[src/rtl/time_of_day_pkg.sv]
// -----------------------------------------------------------------------------
// time_of_day_pkg
// Shared definitions for the time-of-day counter: BCD field widths, the
// load-FSM state encoding, reset time constants and BCD helper functions.
// No ports (package).
// -----------------------------------------------------------------------------
package time_of_day_pkg;

   localparam int NIBBLE_W = 4;   // one BCD digit
   localparam int FIELD_W  = 8;   // one two-digit field (hh, mm or ss)
   localparam int TIME_W   = 24;  // {hh, mm, ss}

   // Load handshake FSM. RUN is the only state that counts and accepts loads.
   typedef enum logic [1:0] {
      ST_RUN   = 2'd0,
      ST_LOAD  = 2'd1,
      ST_CHECK = 2'd2
   } tod_state_e;

   localparam logic [TIME_W-1:0] RST_TIME_24H = 24'h000000;  // 00:00:00
   localparam logic [TIME_W-1:0] RST_TIME_12H = 24'h120000;  // 12:00:00 AM

   // A load value is legal when every digit is decimal and the fields are a
   // real 24-hour time. Loads are always given in 24-hour form.
   function automatic logic time_legal(input logic [TIME_W-1:0] t);
      return (t[3:0]   <= 4'd9) && (t[7:4]   <= 4'd5) &&
             (t[11:8]  <= 4'd9) && (t[15:12] <= 4'd5) &&
             (t[19:16] <= 4'd9) && (t[23:16] <= 8'h23);
   endfunction

   // 24-hour BCD hour (00..23) to 12-hour BCD hour (12, 01..11).
   // Only called on values already accepted by time_legal.
   function automatic logic [FIELD_W-1:0] hh_24_to_12(input logic [FIELD_W-1:0] hh);
      logic [4:0]          h;
      logic [4:0]          h12;
      logic [NIBBLE_W-1:0] tens;
      logic [NIBBLE_W-1:0] ones;
      h = 5'(hh[7:4]) * 5'd10 + 5'(hh[3:0]);
      if (h == 5'd0)
         h12 = 5'd12;
      else if (h > 5'd12)
         h12 = h - 5'd12;
      else
         h12 = h;
      if (h12 >= 5'd10) begin
         tens = 4'd1;
         ones = 4'(h12 - 5'd10);
      end else begin
         tens = 4'd0;
         ones = 4'(h12);
      end
      return {tens, ones};
   endfunction

endpackage

[src/rtl/bcd_mod_counter.sv]
// -----------------------------------------------------------------------------
// bcd_mod_counter
// Two-digit BCD counter covering MODULUS consecutive values starting at
// MIN_VAL (decimal). Increments by one per inc, wrapping from the top value
// back to MIN_VAL with a same-cycle carry. A load overrides inc.
//
// Parameters:
//   MODULUS  number of distinct values (60 for ss/mm, 24 or 12 for hh)
//   MIN_VAL  lowest value, decimal (0, or 1 for a 12-hour clock)
//   RST_VAL  BCD value taken on reset
// Ports:
//   clk       system clock, rising edge
//   rst       synchronous active-high reset
//   inc       advance by one this cycle
//   load      replace the value with load_val this cycle
//   load_val  BCD value to load
//   val       current BCD value {tens, ones}
//   carry     combinational: inc while at the top value (wrap this cycle)
// -----------------------------------------------------------------------------
module bcd_mod_counter
   import time_of_day_pkg::*;
#(
   parameter int                 MODULUS = 60,
   parameter int                 MIN_VAL = 0,
   parameter logic [FIELD_W-1:0] RST_VAL = 8'h00
) (
   input  logic               clk,
   input  logic               rst,
   input  logic               inc,
   input  logic               load,
   input  logic [FIELD_W-1:0] load_val,
   output logic [FIELD_W-1:0] val,
   output logic               carry
);

   localparam int                 MAX_VAL = MIN_VAL + MODULUS - 1;
   localparam logic [FIELD_W-1:0] MIN_BCD = {4'(MIN_VAL / 10), 4'(MIN_VAL % 10)};
   localparam logic [FIELD_W-1:0] MAX_BCD = {4'(MAX_VAL / 10), 4'(MAX_VAL % 10)};

   logic [NIBBLE_W-1:0] tens;
   logic [NIBBLE_W-1:0] ones;

   assign tens  = val[7:4];
   assign ones  = val[3:0];
   assign carry = inc & (val == MAX_BCD);

   always_ff @(posedge clk) begin
      if (rst)
         val <= RST_VAL;
      else if (load)
         val <= load_val;
      else if (inc) begin
         if (val == MAX_BCD)
            val <= MIN_BCD;
         else if (ones == 4'd9)
            val <= {tens + 4'd1, 4'd0};   // x9 -> (x+1)0
         else
            val <= {tens, ones + 4'd1};
      end
   end

endmodule

[src/rtl/time_of_day_counter.sv]
// -----------------------------------------------------------------------------
// time_of_day_counter
// BCD time-of-day clock advanced by a square wave. Every EDGES_PER_SEC rising
// edges of sw advance the seconds by one; ss/mm/hh cascade through three
// bcd_mod_counter instances. A load handshake sets the time after a
// legality check.
//
// Build option: define TIME_OF_DAY_12H_EN for a 12-hour display (hh runs
// 12,01..11 with a pm flag). Loads are always supplied in 24-hour form and
// converted; pm of a loaded value is hh >= 12. Default build is 24-hour.
//
// Parameter:
//   EDGES_PER_SEC  sw rising edges per second, 1..2^16
// Ports:
//   clk         system clock, rising edge
//   rst         synchronous active-high reset
//   sw          square wave, synchronous to clk
//   load_valid  time-set request
//   load_time   BCD {hh, mm, ss}, 24-hour form
//   load_ready  high when a load can be accepted (RUN state, not in reset)
//   load_err    one-cycle pulse when an accepted load was illegal
//   time_bcd    current BCD {hh, mm, ss}
//   sec_pulse   one-cycle pulse on every seconds increment
//   day_wrap    one-cycle pulse when the time wraps to the first time of day
//   pm          PM flag
//   dbg_state   current load-FSM state (tod_state_e encoding)
//
// Handshake: a load transfers in any cycle where load_valid and load_ready
// are both high. load_time is captured one cycle later (LOAD state), so the
// requester holds it for that cycle. The result (new time or load_err) is
// visible two cycles after that, when load_ready returns high.
// -----------------------------------------------------------------------------
module time_of_day_counter
   import time_of_day_pkg::*;
#(
   parameter logic [31:0] EDGES_PER_SEC = 32'd1
) (
   input  logic              clk,
   input  logic              rst,
   input  logic              sw,
   input  logic              load_valid,
   input  logic [TIME_W-1:0] load_time,
   output logic              load_ready,
   output logic              load_err,
   output logic [TIME_W-1:0] time_bcd,
   output logic              sec_pulse,
   output logic              day_wrap,
   output logic              pm,
   output logic [1:0]        dbg_state
);

   localparam int            PW        = (EDGES_PER_SEC > 32'd1) ? $clog2(EDGES_PER_SEC) : 1;
   localparam logic [PW-1:0] PRESC_MAX = PW'(EDGES_PER_SEC - 32'd1);

`ifdef TIME_OF_DAY_12H_EN
   localparam logic [TIME_W-1:0] RST_TIME = RST_TIME_12H;
   localparam int                HH_MOD   = 12;
   localparam int                HH_MIN   = 1;
`else
   localparam logic [TIME_W-1:0] RST_TIME = RST_TIME_24H;
   localparam int                HH_MOD   = 24;
   localparam int                HH_MIN   = 0;
`endif

   tod_state_e          state;
   logic                sw_d;
   logic [PW-1:0]       presc;
   logic [TIME_W-1:0]   load_q;

   logic                sw_rise;
   logic                load_acc;
   logic                cnt_edge;
   logic                tick;
   logic                chk_ok;
   logic                chk_bad;
   logic                wrap_now;

   logic [FIELD_W-1:0]  ss;
   logic [FIELD_W-1:0]  mm;
   logic [FIELD_W-1:0]  hh;
   logic [FIELD_W-1:0]  hh_load;
   logic                ss_carry;
   logic                mm_carry;
   logic                hh_carry;

   assign load_ready = (state == ST_RUN) & ~rst;
   assign sw_rise    = sw & ~sw_d;
   assign load_acc   = load_valid & load_ready;
   // Edges only count in RUN; an edge coinciding with an accepted load is lost.
   assign cnt_edge   = sw_rise & (state == ST_RUN) & ~load_acc;
   assign tick       = cnt_edge & (presc == PRESC_MAX);
   assign chk_ok     = (state == ST_CHECK) &  time_legal(load_q);
   assign chk_bad    = (state == ST_CHECK) & ~time_legal(load_q);

   bcd_mod_counter #(.MODULUS(60), .MIN_VAL(0), .RST_VAL(RST_TIME[7:0])) u_ss (
      .clk      (clk),
      .rst      (rst),
      .inc      (tick),
      .load     (chk_ok),
      .load_val (load_q[7:0]),
      .val      (ss),
      .carry    (ss_carry)
   );

   bcd_mod_counter #(.MODULUS(60), .MIN_VAL(0), .RST_VAL(RST_TIME[15:8])) u_mm (
      .clk      (clk),
      .rst      (rst),
      .inc      (ss_carry),
      .load     (chk_ok),
      .load_val (load_q[15:8]),
      .val      (mm),
      .carry    (mm_carry)
   );

   bcd_mod_counter #(.MODULUS(HH_MOD), .MIN_VAL(HH_MIN), .RST_VAL(RST_TIME[23:16])) u_hh (
      .clk      (clk),
      .rst      (rst),
      .inc      (mm_carry),
      .load     (chk_ok),
      .load_val (hh_load),
      .val      (hh),
      .carry    (hh_carry)
   );

`ifdef TIME_OF_DAY_12H_EN
   logic pm_q;
   logic hh_to12;
   logic unused_hh_carry;

   // The 12 -> 01 hour wrap is not the day boundary; 11 -> 12 is, when in PM.
   assign hh_to12         = mm_carry & (hh == 8'h11);
   assign unused_hh_carry = hh_carry;
   assign hh_load         = hh_24_to_12(load_q[23:16]);
   assign wrap_now        = hh_to12 & pm_q;
   assign pm              = pm_q;

   always_ff @(posedge clk) begin
      if (rst)
         pm_q <= 1'b0;
      else if (chk_ok)
         pm_q <= (load_q[23:16] >= 8'h12);
      else if (hh_to12)
         pm_q <= ~pm_q;
   end
`else
   assign hh_load  = load_q[23:16];
   assign wrap_now = hh_carry;
   assign pm       = (hh >= 8'h12);
`endif

   assign time_bcd  = {hh, mm, ss};
   assign dbg_state = state;

   always_ff @(posedge clk) begin
      if (rst) begin
         state     <= ST_RUN;
         sw_d      <= 1'b1;   // sw already high at reset release is not an edge
         presc     <= '0;
         load_q    <= '0;
         sec_pulse <= 1'b0;
         day_wrap  <= 1'b0;
         load_err  <= 1'b0;
      end else begin
         sw_d      <= sw;
         sec_pulse <= tick;
         day_wrap  <= wrap_now;
         load_err  <= chk_bad;

         if (chk_ok)
            presc <= '0;
         else if (cnt_edge)
            presc <= tick ? '0 : presc + PW'(1);

         case (state)
            ST_RUN: begin
               if (load_acc)
                  state <= ST_LOAD;
            end
            ST_LOAD: begin
               load_q <= load_time;
               state  <= ST_CHECK;
            end
            ST_CHECK: begin
               state <= ST_RUN;
            end
            default: begin
               state <= ST_RUN;
            end
         endcase
      end
   end

endmodule

[config.mk]
export PLATFORM = sky130hd
export DESIGN_NAME = time_of_day_counter
export DESIGN_NICKNAME = d
export VERILOG_FILES = /design/src/rtl/time_of_day_pkg.sv /design/src/rtl/bcd_mod_counter.sv /design/src/rtl/time_of_day_counter.sv
export SDC_FILE = /design/constraint.sdc
export NUM_CORES = 1
export LEC_CHECK = 0
export CAP_MARGIN = 20
export CELL_PAD_IN_SITES_DETAIL_PLACEMENT = 0
export CELL_PAD_IN_SITES_GLOBAL_PLACEMENT = 1
export CORE_UTILIZATION = 37
export DETAILED_ROUTE_END_ITERATION = 8
export HOLD_SLACK_MARGIN = 0.08
export PLACE_DENSITY_LB_ADDON = 0.1
export SETUP_SLACK_MARGIN = 0.4
export SKIP_CTS_REPAIR_TIMING = 1
export SYNTH_ARGS = -nofsm -noshare
export SYNTH_HDL_FRONTEND = slang
export SYNTH_SLANG_ARGS = --single-unit
export TNS_END_PERCENT = 1
[constraint.sdc]
create_clock -name clk -period 3.35 [get_ports clk]
set_clock_uncertainty 0.2 [all_clocks]
set_input_delay 0.5025 -clock clk [delete_from_list [all_inputs] [get_ports clk]]
set_output_delay 0.5025 -clock clk [all_outputs]
set_load 0.1 [all_outputs]
==> results.cfg <==
[floorplanning]
die_width_um = 87.3
die_h_um = 87.3
initial_core_util = 0.390
die_area_um2 = 7630
core_area_um2 = 6910
io_pins = 59
num_rows = 30

[setup_path]
worstSetupPathType = in -> reg
critPathLaunch = sw
start_kind = primary input
end_kind = register
timing.rr.start = u_hh.val[5]
crit_arrival_ns = 2.82
crit_fanout = 5
crit_path_end = u_hh.val[4]
path_cells = clkdlybuf4s50_1, or4b_4, or3_1, buf_4, a2111o_1, a211oi_1, nor3_1
rrSetupSlack_ns = 0.51
critical_path.max_stage_delay_ns = 0.48
r2r-end = u_hh.val[4]
cp.required_ns = 3.32
crit_slowest_cell = clkdlybuf4s50_1
r2r_cells = 6

[global_routing]
grt_pass1_wl_um = 11100
antenna_found_initial = 0
grtUsageTotal = 0.186
grt_max_degree = 56
grt_remaining_overflow = 0
grt_pass1_vias = 2257

[sta]
setup_slack_ns = 0.503
relSlewSlack = 0.350
slew_violations = 0
fin_setup_tns_ns = 0
fmax_ghz = 0.351
period_share = 0.850
finalHoldViolCount = 0
final.min_clock_period_ns = 2.85
rsz0062_at_grt = no
tightestPinTransition_ns = 0.975
setup_violations = 0

[run]
drv_cap = 0

[min_path]
hold_class = reg -> reg

[yosys]
ys.flop_type = dfxtp_1
synth.top_cells.by_area = dfxtp_1, nand2_1, a21oi_1
synth_area_leader_cell = dfxtp_1
synth_most_common_cell = nand2_1
synth.top_cells.by_count = nand2_1, dfxtp_1, a21oi_1, nor2_1, clkbuf_1
yosysWarnings = 0
synth_cell_types = 50
synth_cells = 337
ys_seq_area_frac = 0.409
syn_nets = 376
synth_seq_cells = 55
syn_area_um2 = 2700
synth_top_area_share = 0.409
async_flop_share = 0
synth-edff-count = 0
syn_avg_cell_area_um2 = 8.00

[route]
vias = 2561
via_per_inst = 5.32
finalWirelength_um = 6830
drcViolationCount = 0
drtPass1Iterations = 5
drt_iter0_drc = 115
ant_nets = 0
post_drt_wl_per_cell_um = 14.2

[power_and_ir_drop]
leakage_uw = 0.00125
power_uw = 1370
pwr-share-comb = 0.194
netSwitchingFraction = 0.318
vdd_drop_max_mv = 0.152
power.switching_uw = 437
p_clk_frac = 0.287
p_per_area_nw_per_um2 = 407
p_int_uw = 936
seqPwrFrac = 0.519

[place]
dp_slack_ns = 0.191
port_buffers = 58
gp_congestion = 0.729
postPlaceCellArea_um2 = 3280
dp_hpwl_um = 4720

[finish]
syn2layout_area_growth_pct = 25.1
fin_area_um2 = 3370
utilization = 0.488
diodes = 0
finalNetCount = 423
drive_gt1_frac = 0.138

[cts]
cts_max_path_buffers = 2
clk_pin_slew_ns = 0.10
insertion_delay_ns = 0.31
cts-buffers-inserted = 5
clock_sinks = 55
cts_tree = done
cts_root_buf = clkbuf_8
cts_max_level = 2

[run_status]
outcome = finished, final reports clean
logic make-up (layout without fill, tap and decap cells):
| group | count (synthesis) | in the layout | share of synthesized area |
|---|---|---|---|
| multiplexers | 3 | 3 | 0.0111 |
| adder cells (fa/ha/maj) | 11 | 11 | 0.0511 |
| AND/OR/NAND/NOR | 157 | 157 | 0.293 |
| XOR/XNOR | 1 | 1 | 0.00325 |
| AO/OA/AOI/OAI | 76 | 76 | 0.185 |
| buffers and inverters | 34 | 82 | 0.0483 |
| flip-flops | 55 | 55 | 0.409 |
state kept, by name, summed over array words and instances, names as in the netlist:
| name | count |
|---|---|
| load_q | 24 |
| u_hh.val | 8 |
| u_mm.val | 8 |
| u_ss.val | 8 |
| dbg_state | 2 |
| day_wrap | 1 |
| load_err | 1 |
| presc | 1 |
| sec_pulse | 1 |
| sw_d | 1 |
worst max-delay path: cells and delay by family:
kind                   cells  cell delay, ns
and+or+nand+nor            3            0.94
AOI/OAI and AO/OA          2            0.71
buffers and inverters      2            0.66
layout by cell type, fill, tap and decap left out, types with 2 or more instances in the layout:
master	synthesis	layout
a211oi_1	13	13
a21oi_1	28	28
a311oi_1	3	3
a32oi_1	2	2
and2_1	3	3
and3b_1	4	4
buf_4	0	37
clkbuf_8	0	6
clkdlybuf4s50_1	0	26
dfxtp_1	55	55
ha_1	11	11
inv_1	10	10
mux2i_1	3	3
nand2_1	59	59
nand3_1	8	8
nand3b_1	4	4
nor2_1	24	24
nor2b_1	4	4
nor3_1	21	20
nor3_2	1	2
nor4_1	10	9
nor4_2	1	2
o21ai_0	11	11
o22ai_1	2	2
o311a_1	2	2
o31ai_1	3	3
or3_1	5	5
or4_1	3	3
cell type report:
| class | count | area [µm²] |
|---|---|---|
| Clock buffer | 7 | 86.3 |
| Clock inverter | 1 | 8.76 |
| Fill cell | 720 | 3530 |
| Inverter | 10 | 37.5 |
| Multi-Input combinational cell | 248 | 1480 |
| Sequential cell | 55 | 1100 |
| Tap cell | 96 | 120 |
| Timing Repair Buffer | 64 | 543 |
layer usage:
layer / part of all wire / wire [µm] / up-vias / GRT usage
met1: 0.52 / 3550 / 1165 / 0.283
met4: 0.012 / 84 / 0 / 0.0522
met3: 0.048 / 325 / 8 / 0.0322
met5: 0 / 0 / - / 0
li1: - / - / 1304 / -
met2: 0.42 / 2870 / 84 / 0.263
through the flow:
step / std cells / hold slack (ns)
6_report: 481 / 0.262
5_1_grt: 481 / 0.287
4_1_cts: 481 / 0.263
3_5_place_dp: 473 / 0.248
3_3_place_gp: 473 / 0.244
2_1_floorplan: 337 / 0.236
power groups by stage:
stage | clock (µW) | combinational (µW) | sequential, µW
global route | 436 | 285 | 718
floorplan | 0 | 99.2 | 812
detailed placement | 0 | 267 | 728
global placement | 0 | 265 | 728
finish | 394 | 267 | 713
CTS | 404 | 267 | 713
worst min-delay path by stage:
| stage | from | endpoint | slack (ns) | cells past startpoint |
|---|---|---|---|---|
| final | load_q[0] | load_q[0] | 0.26 | 2 |
| after global routing | load_q[7] | load_q[7] | 0.29 | 2 |
| after CTS | load_q[0] | load_q[0] | 0.26 | 2 |
| after detailed placement | load_q[0] | load_q[0] | 0.25 | 2 |
| after global placement | load_q[7] | load_q[7] | 0.24 | 2 |
| after floorplan | load_q[23] | load_q[23] | 0.24 | 2 |
No activity file was read; power rests on OpenSTA's default activity.
